$ cat src/rtl/viterbi_acs_unit_if.sv
// Symbol handshake between the hard-decision demapper and the ACS stage.
// A symbol transfers on any rising edge where in_valid && in_ready.
interface viterbi_acs_unit_if;
  logic       in_valid;
  logic [1:0] in_sym;
  logic       in_ready;

  modport master (output in_valid, output in_sym, input in_ready);
  modport slave  (input in_valid, input in_sym, output in_ready);
endinterface

$ cat src/rtl/viterbi_acs_unit.sv
// 4-state K=3 rate-1/2 Viterbi add-compare-select with survivor registers and
// the frame controller that freezes the survivors for the traceback mapper.
module viterbi_acs_unit #(
  parameter int PM_W = 4
) (
  input  logic               clock,
  input  logic               rst_n,
  viterbi_acs_unit_if.slave  sym_if,
  output logic [7:0]         sr00,
  output logic [7:0]         sr01,
  output logic [7:0]         sr10,
  output logic [7:0]         sr11,
  output logic [1:0]         min_state,
  output logic               te,
  output logic [2:0]         trace_ptr,
  output logic [1:0]         NEXT_STATE
);

  localparam logic [PM_W-1:0] PM_MAX = '1;

  typedef enum logic [1:0] {
    ST_ACS           = 2'b00,
    ST_WRITE_METRICS = 2'b01,
    ST_TRACEBACK     = 2'b10,
    ST_NORM          = 2'b11
  } state_t;

  state_t          state_reg, state_next;
  logic [2:0]      sym_cnt_reg;
  logic [2:0]      trace_ptr_reg;
  logic [PM_W-1:0] pm_reg [4];
  logic [7:0]      sr_reg [4];

  logic [PM_W-1:0] acs_pm  [4];
  logic            acs_dec [4];
  logic [PM_W-1:0] acs_min;
  logic [PM_W-1:0] min_val;
  logic            accept;

  assign accept          = sym_if.in_valid && (state_reg == ST_ACS);
  assign sym_if.in_ready = (state_reg == ST_ACS);

  genvar gi;
  generate
    for (gi = 0; gi < 4; gi++) begin : g_acs
      // State {s1,s0}: predecessors are {0,s1} and {1,s1}; d is the bit
      // leaving the encoder register on this branch.
      localparam logic S1 = 1'((gi >> 1) % 2);
      localparam logic S0 = 1'(gi % 2);
      localparam int   P0 = gi >> 1;
      localparam int   P1 = 2 + (gi >> 1);
      localparam logic [PM_W-1:0] PM_RST = (gi == 0) ? '0 : PM_MAX;

      logic [1:0]      bm0, bm1;
      logic [PM_W:0]   sum0, sum1;
      logic [PM_W-1:0] cand0, cand1;

      assign bm0 = {1'b0, sym_if.in_sym[1] ^ S0 ^ S1}
                 + {1'b0, sym_if.in_sym[0] ^ S0};
      assign bm1 = {1'b0, sym_if.in_sym[1] ^ S0 ^ S1 ^ 1'b1}
                 + {1'b0, sym_if.in_sym[0] ^ S0 ^ 1'b1};

      assign sum0  = {1'b0, pm_reg[P0]} + {{(PM_W-1){1'b0}}, bm0};
      assign sum1  = {1'b0, pm_reg[P1]} + {{(PM_W-1){1'b0}}, bm1};
      assign cand0 = sum0[PM_W] ? PM_MAX : sum0[PM_W-1:0];
      assign cand1 = sum1[PM_W] ? PM_MAX : sum1[PM_W-1:0];

      // Ties keep the d=0 branch.
      assign acs_dec[gi] = (cand1 < cand0);
      assign acs_pm[gi]  = acs_dec[gi] ? cand1 : cand0;

      always_ff @(posedge clock or negedge rst_n) begin
        if (!rst_n) begin
          pm_reg[gi] <= PM_RST;
          sr_reg[gi] <= 8'h00;
        end else if (accept) begin
          pm_reg[gi] <= acs_pm[gi] - acs_min;
          sr_reg[gi] <= {sr_reg[gi][6:0], acs_dec[gi]};
        end
      end
    end
  endgenerate

  always_comb begin
    acs_min = acs_pm[0];
    for (int i = 1; i < 4; i++) begin
      if (acs_pm[i] < acs_min) acs_min = acs_pm[i];
    end
  end

  // Strict less-than keeps the lowest index on ties.
  always_comb begin
    min_state = 2'd0;
    min_val   = pm_reg[0];
    for (int i = 1; i < 4; i++) begin
      if (pm_reg[i] < min_val) begin
        min_val   = pm_reg[i];
        min_state = 2'(i);
      end
    end
  end

  always_comb begin
    state_next = state_reg;
    case (state_reg)
      ST_ACS:           if (accept && sym_cnt_reg == 3'd7) state_next = ST_NORM;
      ST_NORM:          state_next = ST_WRITE_METRICS;
      ST_WRITE_METRICS: state_next = ST_TRACEBACK;
      ST_TRACEBACK:     if (trace_ptr_reg == 3'd7) state_next = ST_ACS;
      default:          state_next = ST_ACS;
    endcase
  end

  always_ff @(posedge clock or negedge rst_n) begin
    if (!rst_n) begin
      state_reg     <= ST_ACS;
      sym_cnt_reg   <= 3'd0;
      trace_ptr_reg <= 3'd0;
    end else begin
      state_reg <= state_next;
      if (accept) sym_cnt_reg <= sym_cnt_reg + 3'd1;
      if (state_reg == ST_WRITE_METRICS) trace_ptr_reg <= 3'd0;
      else if (state_reg == ST_TRACEBACK) trace_ptr_reg <= trace_ptr_reg + 3'd1;
    end
  end

  assign NEXT_STATE = state_next;
  assign te         = (state_reg == ST_TRACEBACK);
  assign trace_ptr  = trace_ptr_reg;
  assign sr00       = sr_reg[0];
  assign sr01       = sr_reg[1];
  assign sr10       = sr_reg[2];
  assign sr11       = sr_reg[3];

endmodule

$ cat src/flat_wrapper.sv
// flat-port wrapper written by rule: the top's interface ports become plain ports
module viterbi_acs_unit_flat 
#(
  parameter int PM_W = 4
)
  (clock, rst_n, sr00, sr01, sr10, sr11, min_state, te, trace_ptr, NEXT_STATE, sym_if_in_valid, sym_if_in_sym, sym_if_in_ready);
  viterbi_acs_unit_if sym_if_i ();
  input  logic clock;
  input  logic rst_n;
  output logic [7:0] sr00;
  output logic [7:0] sr01;
  output logic [7:0] sr10;
  output logic [7:0] sr11;
  output logic [1:0] min_state;
  output logic te;
  output logic [2:0] trace_ptr;
  output logic [1:0] NEXT_STATE;
  input wire logic [$bits(sym_if_i.in_valid)-1:0] sym_if_in_valid;
  input wire logic [$bits(sym_if_i.in_sym)-1:0] sym_if_in_sym;
  output wire logic [$bits(sym_if_i.in_ready)-1:0] sym_if_in_ready;
  assign sym_if_i.in_valid = sym_if_in_valid;
  assign sym_if_i.in_sym = sym_if_in_sym;
  assign sym_if_in_ready = sym_if_i.in_ready;
  viterbi_acs_unit #(.PM_W(PM_W)) u_core (.clock(clock), .rst_n(rst_n), .sym_if(sym_if_i), .sr00(sr00), .sr01(sr01), .sr10(sr10), .sr11(sr11), .min_state(min_state), .te(te), .trace_ptr(trace_ptr), .NEXT_STATE(NEXT_STATE));
endmodule
$ cat config.mk
export PLATFORM = sky130hd
export DESIGN_NAME = viterbi_acs_unit_flat
export DESIGN_NICKNAME = d
export VERILOG_FILES = /design/src/rtl/viterbi_acs_unit_if.sv /design/src/rtl/viterbi_acs_unit.sv /design/src/flat_wrapper.sv
export SDC_FILE = /design/constraint.sdc
export NUM_CORES = 1
export LEC_CHECK = 0
export BUFFER_PORTS_ARGS = -buffer_cell sky130_fd_sc_hd__buf_2
export CORE_MARGIN = 5
export CORE_UTILIZATION = 45
export CTS_BUF_LIST = sky130_fd_sc_hd__clkbuf_4 sky130_fd_sc_hd__clkbuf_8
export CTS_CLUSTER_DIAMETER = 80
export DETAILED_ROUTE_END_ITERATION = 8
export HOLD_SLACK_MARGIN = 0.06
export PLACE_DENSITY = 0.71
export SYNTH_ARGS = -nofsm -noshare
export SYNTH_HDL_FRONTEND = slang
export SYNTH_SLANG_ARGS = --single-unit
$ cat constraint.sdc
create_clock -name clock -period 12.5 [get_ports clock]
set_input_delay 1.875 -clock clock [delete_from_list [all_inputs] [get_ports clock]]
set_output_delay 1.875 -clock clock [all_outputs]
set_load 0.05 [all_outputs]
* Yosys cells after proc, flatten, opt, wreduce, memory -nomap -nowiden
Index checks and enable logic that the tools add are counted.
** Word-level totals
- Register bits :: 56
- Bits of input ports :: 5
- Logic and storage cells :: 75
** Operators by class
- Add/sub/neg operators :: 18
- Magnitude comparators :: 10
- Equal/unequal tests :: 5
- Multiplexer cells :: 25
- Bitwise logic cells :: 2
- Reductions and logical operators :: 4
** Operators with widths (number)
- $mux 4 :: 17
- $add 4x2->5 :: 8
- $lt 4x4->1 :: 10
- $sub 4x4->4 :: 4
- $add 1x1->2 :: 4
- $mux 2 :: 4
- $pmux 2 s4 :: 1
- $add 3x1->3 const B :: 2
- $eq 3x3->1 const B :: 2
- $mux 3 :: 2
- $eq 2x2->1 const B :: 2
- $eq 2x1->1 const B :: 1
- $logic_and 1x1->1 :: 2
- $logic_not 2->1 :: 1
- $not 1->1 :: 2
- $reduce_bool 2->1 :: 1
- $mux 1 :: 1

* Logic depth before layout (Yosys ltp)
Gate-level depths: netlist of the first run.
- Word-level depth :: 13
- Depth in mapped cells :: 39
- Gate-level depth less buffers :: 38

* Worst setup path after synthesis of the first run
Ideal clock, no wire load.
- Path type :: input to register
- Start :: input port sym_if_in_sym[0]
- End :: register u_core.pm_reg[13] in the netlist's numbering
- Data arrival time :: 8.344 ns
- Required time :: 12.375 ns
- Path slack :: 4.031 ns
- Stages on the path :: 33
- Path buffers :: 0
- Path through :: inv_1 -> ha_1 -> ha_1 -> nand2b_1 -> a31oi_1 -> mux2i_1 -> inv_1 -> ha_1 -> nor2b_1 -> nor3_1 -> a311o_1 -> a211o_1 -> ha_1 -> a21oi_1 -> nor2_1 -> or2_2 -> o32ai_2 -> ha_1 -> o21ai_0 -> nand2b_1 -> a21oi_1 -> a31o_2 -> mux2i_1 -> inv_1 -> ha_1 -> a21oi_1 -> nor2_1 -> a211o_1 -> mux2i_1 -> ha_1 -> inv_1 -> fa_1 -> mux2_2
** On the way
- Longest elaborated chain between the ends :: 13
- Elaborated cells between the ends (all ways) :: 36
** RTL lines
- start: declaration :: RTL line flat_wrapper.sv:19 : input wire logic [$bits(sym_if_i.in_sym)-1:0] sym_if_in_sym;
- $not 1->1 (no line)
- $add 1x1->2 :: RTL line viterbi_acs_unit.sv:59, viterbi_acs_unit.sv:61
- $add 4x2->5 (on tied branches) :: RTL line viterbi_acs_unit.sv:63, viterbi_acs_unit.sv:64
- $mux 4 (on tied branches) :: RTL line viterbi_acs_unit.sv:65, viterbi_acs_unit.sv:66
- $lt 4x4->1 :: RTL line viterbi_acs_unit.sv:69 : assign acs_dec[gi] = (cand1 < cand0);
- $mux 4 :: RTL line viterbi_acs_unit.sv:70 : assign acs_pm[gi] = acs_dec[gi] ? cand1 : cand0;
- $lt 4x4->1 :: RTL line viterbi_acs_unit.sv:87 : if (acs_pm[i] < acs_min) acs_min = acs_pm[i];
- $mux 4 :: RTL line viterbi_acs_unit.sv:87
- $lt 4x4->1 :: RTL line viterbi_acs_unit.sv:87
- $mux 4 :: RTL line viterbi_acs_unit.sv:87
- $lt 4x4->1 :: RTL line viterbi_acs_unit.sv:87
- $mux 4 :: RTL line viterbi_acs_unit.sv:87
- $sub 4x4->4 * :: RTL line viterbi_acs_unit.sv:77 : pm_reg[gi] <= acs_pm[gi] - acs_min;
- end signal: indexed assignment :: RTL line viterbi_acs_unit.sv:77
- end: declaration :: RTL line viterbi_acs_unit.sv:31 : logic [PM_W-1:0] pm_reg [4];
Mark *: on every way between the ends. The rest lies on a longest branch, timed or not.
A chain may end at the register's enable or synchronous reset.

* Worst setup path after layout of the first run
- Start :: input port sym_if_in_sym[0]
- End :: register u_core.pm_reg[6] in the netlist's numbering
The elaborated chain is that of the path after synthesis.

==> metrics.md, run 1 <==
| Metric | Value |
|---|---|
| Outcome | `complete, no violations` |
| Largest delay share family, worst path | `compound AO/OA/AOI/OAI gates` |
| NumNets Final | `651` |
| Asr flop ratio synth | `100%` |
| Critical Path RT | `12.73 ns` |
| Worst min path class | `reg2reg` |
| Cell Rows | `38` |
| Post-Route WL | `10.7 mm` |
| Clock Tree Root | `clkbuf_8` |
| Die area | `13,300 sq um` |
| Area occupied by multi-input gates | `3300 sq um` |
| PostCTS Resize Cnt | `0` |
| Ys flop type | `dfrtp_1` |
| Reg clk slew, reported paths | `0.10 ns` |
| Max_slew headroom | `54.6%` |
| Synth cell types | `56` |
| CP Capture Type | `flip-flop` |
| Multiplexer area fraction after synthesis | `12.1%` |
| Port Buffer Count | `45` |
| CTS H-tree lvls | `2` |
| Synth Instances | `529` |
| Number of DRC markers in iteration 0 | `219` |
| Filler instances | `1,007` |
| Final Slew Violations | `0` |
| Layout cells sized above 1 | `22.7%` |
| R2R setup slack | `4.90 ns` |
| Tmin final | `9.17 ns` |
| Final Hold Viols | `0` |
| Sequential area share after synthesis | `28.3%` |
| Worst skew pair latency | `0.31 ns` |
| P&R area growth vs syn | `8.31%` |
| Synthesized area per cell | `9.44 sq um` |
| CP arrival | `9.40 ns` |
| Die X | `115 um` |
| Startpoint Class | `input pin` |
| Worst Skew | `0.00786 ns` |
| Vias | `3,846` |
| Final TNS setup | `0 ns` |
| Crit path max fanout | `7` |
| Initial Util | `46.1%` |
| Combinational family with the most area after synthesis | `adder cells` |
| Vias per cell | `5.46` |
| WL/cell | `15.1 um` |
| Postcts setup bufs | `0` |
| Xor/xnor cell area share of the yosys netlist | `3.36%` |
| Unrepaired setup endpoints after global routing | `false` |
| Number of global-route vias before repair | `3,688` |
| DRC viols | `0` |
| Setup Viol. Count Final | `0` |
| Num ports | `46` |
| Synth Area in Simple Gates | `9.54%` |
| Sinks on the clock net | `56` |
| Number of buffers and inverters on the critical path | `5` |
| Cts hold-fix bufs | `0` |
| Max Clock Freq | `109 MHz` |
| Adder-cell area share of the yosys netlist | `21.9%` |
| Drt pass-1 iters | `4` |
| Max-cap violations | `0` |
| Final Cycle Share | `73.3%` |
| Hpwl dp | `8.71 mm` |
| Ant diodes | `0` |
| Class of the most critical setup path | `in2reg` |
| Grt ovf | `0` |
| Mapped Area | `5000 sq um` |
| Max reg flops | `16` |
| Top cell by count, worst path | `ha_1` |
| Slowest library cell on the worst path | `fa_1` |
| Synth warn | `0` |
| Total track usage | `16.6%` |
| Yosys reg bits | `56` |
| Clock tree buffer depth | `2` |
| Post-synthesis compound-gate area fraction | `18.9%` |
| Height of the die | `115 um` |
| Largest stage delay, worst path | `0.38 ns` |
| Core ar. | `10,800 sq um` |
| Initial antenna violation count | `0` |
| Largest net degree at the start of global routing | `66` |
| Worst Max-Slew Pin Slew | `0.681 ns` |
| TritonCTS clock tree | `built` |
| Number of synthesized flops with an enable pin | `0` |
| Reg area | `1420 sq um` |
| Routability Congestion | `0.872` |
| First-pass GRT wire length | `18.1 mm` |
| DRT antenna net count | `0` |
| Synthesized Nets | `616` |
| CTS Buf Count | `5` |
worst register-to-register path: cells and delay by family, from the launching register on:
family	cells	cell delay, ns
compound gates	13	2.57
fa+ha+maj	7	2.11
mux	3	0.95
simple gates	8	0.92
flops	1	0.59
buf+inv	3	0.21
xor+xnor	1	0.16
layer usage:
metal,up-vias,part of all wire [%],global-route usage [%]
met5,-,0,0
li1,1938,-,-
met4,0,1.4,4.07
met1,1831,47,23.2
met3,6,4.6,1.84
met2,71,47,27.7
metrics by stage:
stage               util [%]  cell area [sq um]  hold WS (ns)  instances  worst slack, ns
floorplan                  -               5000         0.453        529             4.03
global placement        49.1               5320         0.468        697             3.36
detailed placement      49.1               5320         0.483        697             3.04
CTS                     49.9               5410         0.499        705             3.37
global route            49.9               5410         0.513        705             2.84
finish                  49.9               5410         0.494        705             3.33
synthesized netlist by cell type, types with 2 or more instances:
cell	n	share of area (%)
o21ai_0	32	3.2
o21bai_1	3	0.45
a31oi_1	7	0.88
and2_1	3	0.38
o31ai_1	4	0.60
clkbuf_1	10	0.75
a21bo_2	4	0.80
o211ai_1	6	0.90
a311o_1	2	0.40
dfrtp_1	44	22
xnor3_1	2	0.90
mux2_2	41	9.2
inv_1	50	3.8
nor2_1	30	2.3
a22oi_1	2	0.30
a21o_1	17	2.6
nand3_1	4	0.40
nand2_1	41	3.1
ha_1	74	19
fa_1	8	3.2
buf_6	2	0.45
a31o_2	5	0.88
o21a_1	3	0.45
a21oi_1	42	4.2
nand2b_1	8	1.0
dfstp_2	12	6.3
and3_2	2	0.30
mux2i_1	13	2.6
buf_2	6	0.60
nor2b_1	5	0.63
xor2_1	5	0.88
nor3_1	5	0.50
a211o_1	4	0.70
xnor2_1	9	1.6
o221ai_1	2	0.35
nand3b_1	2	0.30
layout make-up:
class | count | area share [%]
clock buffers | 6 | 1.41
clock inverters | 2 | 0.301
inverters | 51 | 3.54
multi-input cells | 403 | 60.9
flip-flops and latches | 56 | 26.2
well taps | 140 | 3.24
repair buffers | 47 | 4.44
kinds of logic (layout without fill, tap and decap cells):
logic type | Yosys count | after routing
flip-flops | 56 | 56
multiplexers | 55 | 55
AND/OR/NAND/NOR | 105 | 105
AO/OA/AOI/OAI | 144 | 144
adder cells (fa/ha/maj) | 83 | 83
buffers and inverters | 70 | 106
XOR/XNOR | 16 | 16
cells in the final DEF (no fill, tap or decap), types with 4 or more instances in the layout:
master    instances
ha_1             74
o21ai_0          32
a21oi_1          42
nor3_1            5
a31oi_1           7
nand2b_1          8
buf_2            45
a21o_1           17
mux2i_1          13
a21bo_2           4
nand2_1          40
nor2_1           30
mux2_2           41
xor2_1            5
clkbuf_8          5
xnor2_1           9
inv_1            50
o31ai_1           4
dfstp_2          12
o211ai_1          6
fa_1              8
nor2b_1           5
nand3_1           4
a31o_2            5
dfrtp_1          44
a211o_1           4
path summary, 6_finish.rpt:
path / from / end / cells past startpoint
max in group asynchronous: rst_n / u_core.pm_reg[14] / 2
worst min-delay path: u_core.sym_cnt_reg[0] / u_core.sym_cnt_reg[0] / 1
worst min register to register: u_core.sym_cnt_reg[0] / u_core.sym_cnt_reg[0] / 1
min in group asynchronous: rst_n / u_core.sr11[2] / 2
worst max-delay path: sym_if_in_sym[0] / u_core.pm_reg[6] / 38
worst max register to register: u_core.pm_reg[4] / u_core.pm_reg[6] / 35
Power of run 1 is not shown: default switching activity piles up to over one toggle a cycle in this logic, so the estimate is an artifact.
==> inputs of run 2 (changes only) <==
==> constraint.sdc (replaced) <==
create_clock -name clock -period 9.55 [get_ports clock]
set_input_delay 1.4325 -clock clock [delete_from_list [all_inputs] [get_ports clock]]
set_output_delay 1.4325 -clock clock [all_outputs]
set_load 0.05 [all_outputs]
==> run 2 against run 1 <==
Wire length increased by 0.54%. Critical endpoint is now u_core.pm_reg[13]. Highest routed layer unchanged. Critical path type unchanged. Via count increased by 0.60%. Worst setup slack got worse by 2.5 ns.
==> metrics.md, run 2 (synthesized netlist as in run 1, its figures left out) <==
| Metric | Value |
|---|---|
| Outcome | `complete, no violations (unchanged)` |
| Max reg flops | `16 (unchanged)` |
| Reg area | `1420 sq um (unchanged)` |
| Area occupied by multi-input gates | `3300 sq um (unchanged)` |
| Die X | `115 um (unchanged)` |
| Clock Tree Root | `clkbuf_8 (unchanged)` |
| Slowest library cell on the worst path | `fa_1 (unchanged)` |
| Setup Viol. Count Final | `0 (unchanged)` |
| Max-cap violations | `0 (unchanged)` |
| Crit path max fanout | `7 (unchanged)` |
| Layout cells sized above 1 | `22.8% (was 22.7%)` |
| CP Capture Type | `flip-flop (unchanged)` |
| Final Hold Viols | `0 (unchanged)` |
| Final Slew Violations | `0 (unchanged)` |
| Largest net degree at the start of global routing | `66 (unchanged)` |
| Largest stage delay, worst path | `0.46 ns (was 0.38 ns)` |
| CP arrival | `8.90 ns (was 9.40 ns)` |
| DRC viols | `0 (unchanged)` |
| WL/cell | `15.2 um (was 15.1 um)` |
| Max Clock Freq | `115 MHz` |
| Worst Max-Slew Pin Slew | `0.680 ns (was 0.681 ns)` |
| DRT antenna net count | `0 (unchanged)` |
| Port Buffer Count | `45 (unchanged)` |
| Worst skew pair latency | `0.31 ns (about the same)` |
| Grt ovf | `0 (unchanged)` |
| Tmin final | `8.71 ns` |
| Critical Path RT | `9.75 ns (was 12.73 ns)` |
| Vias per cell | `5.48 (was 5.46)` |
| Highest-count cells in the layout ignoring fill and taps | `74 x ha_1, 50 x inv_1, 45 x buf_2 (unchanged)` |
| Final Cycle Share | `91.2%` |
| Number of DRC markers in iteration 0 | `197 (was 219)` |
| Hpwl dp | `8.78 mm (was 8.71 mm)` |
| Clock tree buffer depth | `2 (unchanged)` |
| Height of the die | `115 um (unchanged)` |
| Routability Congestion | `0.871 (was 0.872)` |
| Worst min path class | `reg2reg (unchanged)` |
| PostCTS Resize Cnt | `0 (unchanged)` |
| Leading cell type in the layout, fill and taps excluded | `ha_1 (unchanged)` |
| Sinks on the clock net | `56 (unchanged)` |
| Cell Rows | `38 (unchanged)` |
| Reg clk slew, reported paths | `0.10 ns (about the same)` |
| First-pass GRT wire length | `17.8 mm (was 18.1 mm)` |
| Max_slew headroom | `54.7% (was 54.6%)` |
| Unrepaired setup endpoints after global routing | `false (unchanged)` |
| Initial antenna violation count | `0 (unchanged)` |
| CTS Buf Count | `5 (unchanged)` |
| CTS H-tree lvls | `2 (unchanged)` |
| Num ports | `46 (unchanged)` |
| Post-Route WL | `10.7 mm (about the same)` |
| Top cell by count, worst path | `ha_1 (unchanged)` |
| Number of global-route vias before repair | `3,729 (was 3,688)` |
| Initial Util | `46.1% (unchanged)` |
| Filler instances | `1,005 (was 1,007)` |
| NumNets Final | `652 (was 651)` |
| Startpoint Class | `input pin (unchanged)` |
| Core ar. | `10,800 sq um (unchanged)` |
| Final TNS setup | `0 ns (unchanged)` |
| Drt pass-1 iters | `4 (unchanged)` |
| Worst Skew | `0.00446 ns (was 0.00786 ns)` |
| Die area | `13,300 sq um (unchanged)` |
| P&R area growth vs syn | `8.46% (was 8.31%)` |
| Class of the most critical setup path | `in2reg (unchanged)` |
| TritonCTS clock tree | `built (unchanged)` |
| Postcts setup bufs | `0 (unchanged)` |
| Ant diodes | `0 (unchanged)` |
| Total track usage | `16.5% (was 16.6%)` |
| Cts hold-fix bufs | `0 (unchanged)` |
| Vias | `3,869 (was 3,846)` |
run 2: changes by cell type in the layout (fill, tap and decap cells not counted):
cell,before,now
buf_4,2,3
run 2: path summary, 6_finish.rpt:
| path | startpoint | to | slack [ns] | depth (start not counted) |
|---|---|---|---|---|
| worst max register to register | u_core.pm_reg[4] | u_core.pm_reg[13] | 1.94 | 33 |
| max in group asynchronous | rst_n | u_core.sr00[4] | 7.86 | 2 |
| worst max-delay path | sym_if_in_sym[0] | u_core.pm_reg[13] | 0.84 | 36 |
| worst min register to register | u_core.pm_reg[0] | u_core.pm_reg[0] | 0.51 | 2 |
| worst min-delay path | u_core.pm_reg[0] | u_core.pm_reg[0] | 0.51 | 2 |
| min in group asynchronous | rst_n | u_core.sr11[6] | 1.24 | 2 |
run 2: per-stage QoR:
step	util (%)	worst slack, ns	std cells	hold slack (ns)	instance area, sq um
after floorplan	-	1.52	529	0.453	5000
after global placement	49.1	0.850	698	0.468	5330
after detailed placement	49.1	0.579	698	0.488	5330
after CTS	50.0	0.899	706	0.503	5420
after global routing	50.0	0.232	706	0.523	5420
final	50.0	0.843	706	0.506	5420
run 2: final cells by class:
cell class                      count  area share (%)
Inverter                           51            3.53
Clock buffer                        6            1.41
Tap cell                          140            3.23
Timing Repair Buffer               48            4.57
Multi-Input combinational cell    403            60.8
Sequential cell                    56            26.1
Clock inverter                      2           0.300
run 2: critical path: cells and delay by family:
family                   cells  cell delay (ns)
AO/OA/AOI/OAI               12             2.43
multiplexers                 4             1.21
adder cells (fa/ha/maj)      8             2.58
buffers and inverters        5             0.40
AND/OR/NAND/NOR              7             0.82
run 2: per-layer routing:
metal	routed length (um)	track usage, %	vias up
met5	0	0	-
li1	-	-	1936
met2	4990	27.4	87
met1	4970	22.7	1832
met3	543	1.84	14
met4	238	5.01	0
Power of run 2 is left out for the same reason.
==> inputs of run 3 (changes only) <==
--- a/config.mk
+++ b/config.mk
@@ -12,7 +12,8 @@
 export CTS_CLUSTER_DIAMETER = 80
 export DETAILED_ROUTE_END_ITERATION = 8
 export HOLD_SLACK_MARGIN = 0.06
-export PLACE_DENSITY = 0.71
+export PLACE_DENSITY = 0.73
+export RECOVER_POWER = 50
 export SYNTH_ARGS = -nofsm -noshare
 export SYNTH_HDL_FRONTEND = slang
 export SYNTH_SLANG_ARGS = --single-unit
==> run 3 against run 2 <==
The flow now finishes with violations (capacitance limit, slew limit). Worst setup slack worse by 0.18 ns. Count of clock-buffer cells in the layout shrank 1. Worst hold slack got worse by 0.021 ns. Critical path depth fell by 2. Wire length increased by 3.6%. Register-to-register slack got worse by 0.14 ns. Non-clock buffer count down 1. Final cell count down 0.28%. Sequential cell count is the same.
==> metrics.md, run 3 (synthesized netlist as in run 1, its figures left out) <==
| Metric | Value |
|---|---|
| Worst Skew | `0.00761 ns (was 0.00446 ns)` |
| Cts hold-fix bufs | `0 (unchanged)` |
| NumNets Final | `651 (was 652)` |
| Setup Viol. Count Final | `0 (unchanged)` |
| DR WL met3 | `527 um (was 543 um)` |
| Final TNS setup | `0 ns (unchanged)` |
| Tmin final | `8.88 ns (was 8.71 ns)` |
| Clock tree buffer depth | `2 (unchanged)` |
| Filler instances | `1,008 (was 1,005)` |
| Core ar. | `10,800 sq um (unchanged)` |
| Drt pass-1 iters | `5 (was 4)` |
| Highest-count cells in the layout ignoring fill and taps | `74 x ha_1, 50 x inv_1, 44 x dfrtp_1 (was 74 x ha_1, 50 x inv_1, 45 x buf_2)` |
| Initial Util | `46.1% (unchanged)` |
| Port Buffer Count | `45 (unchanged)` |
| Final Cycle Share | `93.0% (was 91.2%)` |
| Class of the most critical setup path | `in2reg (unchanged)` |
| Top cell by count, worst path | `ha_1 (unchanged)` |
| Max Clock Freq | `113 MHz (was 115 MHz)` |
| Slowest library cell on the worst path | `fa_1 (unchanged)` |
| Max reg flops | `16 (unchanged)` |
| Total track usage | `17.5% (was 16.5%)` |
| Met1 wire length | `5.08 mm (was 4.97 mm)` |
| Height of the die | `115 um (unchanged)` |
| PostCTS Resize Cnt | `0 (unchanged)` |
| Layout cells sized above 1 | `19.7% (was 22.8%)` |
| Worst skew pair latency | `0.30 ns (was 0.31 ns)` |
| Postcts setup bufs | `0 (unchanged)` |
| Vias per cell | `5.51 (was 5.48)` |
| Clock Tree Root | `clkbuf_8 (unchanged)` |
| DRC viols | `0 (unchanged)` |
| Die X | `115 um (unchanged)` |
| Leading cell type in the layout, fill and taps excluded | `ha_1 (unchanged)` |
| Cell Rows | `38 (unchanged)` |
| P&R area growth vs syn | `8.59% (was 8.46%)` |
| Outcome | `finished, violations left (was complete, no violations)` |
| Vias | `3,876 (was 3,869)` |
| Hpwl dp | `8.74 mm (was 8.78 mm)` |
| DRT antenna net count | `0 (unchanged)` |
| Max_slew headroom | `-96.8% (was 54.7%)` |
| Crit path max fanout | `7 (unchanged)` |
| Worst min path class | `reg2reg (unchanged)` |
| Detail Route met2 WL | `5.45 mm (was 4.99 mm)` |
| Final Hold Viols | `0 (unchanged)` |
| Grt ovf | `0 (unchanged)` |
| Initial antenna violation count | `0 (unchanged)` |
| Critical Path RT | `9.74 ns (was 9.75 ns)` |
| WL/cell | `15.8 um (was 15.2 um)` |
| Unrepaired setup endpoints after global routing | `false (unchanged)` |
| Largest net degree at the start of global routing | `67 (was 66)` |
| Startpoint Class | `input pin (unchanged)` |
| Routability Congestion | `0.881 (was 0.871)` |
| First-pass GRT wire length | `19.2 mm (was 17.8 mm)` |
| Worst Max-Slew Pin Slew | `2.95 ns (was 0.680 ns)` |
| Num ports | `46 (unchanged)` |
| Ant diodes | `0 (unchanged)` |
| Reg clk slew, reported paths | `0.09 ns (was 0.10 ns)` |
| Max-cap violations | `1 (was 0)` |
| CP arrival | `9.07 ns (was 8.90 ns)` |
| Fin util | `50.0% (about the same)` |
| Number of DRC markers in iteration 0 | `268 (was 197)` |
| Largest stage delay, worst path | `0.50 ns (was 0.46 ns)` |
| Dpl cells | `697 (was 698)` |
| Post-Route WL | `11.1 mm (was 10.7 mm)` |
| Area occupied by multi-input gates | `3300 sq um (unchanged)` |
| CTS Buf Count | `5 (unchanged)` |
| Reg area | `1420 sq um (unchanged)` |
| CTS H-tree lvls | `2 (unchanged)` |
| Die area | `13,300 sq um (unchanged)` |
| TritonCTS clock tree | `built (unchanged)` |
| CP Capture Type | `flip-flop (unchanged)` |
| Layout Cells excl Fill | `704 (was 706)` |
| Sinks on the clock net | `56 (unchanged)` |
| Top Metal Used | `met4 (unchanged)` |
| Violated checks | `capacitance limit, slew limit` |
| Final Slew Violations | `57 (was 0)` |
| Number of global-route vias before repair | `3,930 (was 3,729)` |
==> run 3: worst paths after layout <==
kind / startpoint / to / slack, ns / depth (start not counted)
worst max-delay path: sym_if_in_sym[0] / u_core.pm_reg[13] / 0.67 / 34
worst min-delay path: u_core.sym_cnt_reg[0] / u_core.sym_cnt_reg[0] / 0.48 / 1
worst max register to register: u_core.pm_reg[4] / u_core.pm_reg[13] / 1.80 / 31
worst min register to register: u_core.sym_cnt_reg[0] / u_core.sym_cnt_reg[0] / 0.48 / 1
max in group asynchronous: rst_n / u_core.sr01[2] / 5.71 / 2
min in group asynchronous: rst_n / u_core.sr10[6] / 2.18 / 2
==> run 3: final cells by class <==
| type | instances | share of cell area [%] |
|---|---|---|
| multi-input combinational | 403 | 60.7 |
| sequential | 56 | 26.1 |
| timing repair buffer | 47 | 4.01 |
| inverter | 51 | 3.53 |
| tap | 140 | 3.23 |
| clock buffer | 5 | 1.27 |
| clock inverter | 2 | 1.11 |
==> run 3: per-layer routing <==
layer / global-route usage [%] / vias up
met3: 1.74 / 7
met4: 2.35 / 0
met5: 0 / -
met2: 31.2 / 82
li1: - / 1932
met1: 23.5 / 1855
==> run 3: metrics by stage <==
stage	hold WS (ns)	cell area [sq um]	setup slack [ns]
floorplan	0.453	5000	1.52
global placement	0.470	5320	0.797
detailed placement	0.472	5320	0.469
CTS	0.488	5450	0.777
global route	0.513	5430	0.116
finish	0.485	5430	0.668
==> run 3: worst max-delay path, delay by kind of cell <==
family                     cells  cell delay (ns)
muxes                          4             1.28
adders and majority gates      8             2.55
and+or+nand+nor                5             0.61
buffers and inverters          5             0.42
AOI/OAI and AO/OA             12             2.78
Power of run 3 is left out for the same reason.
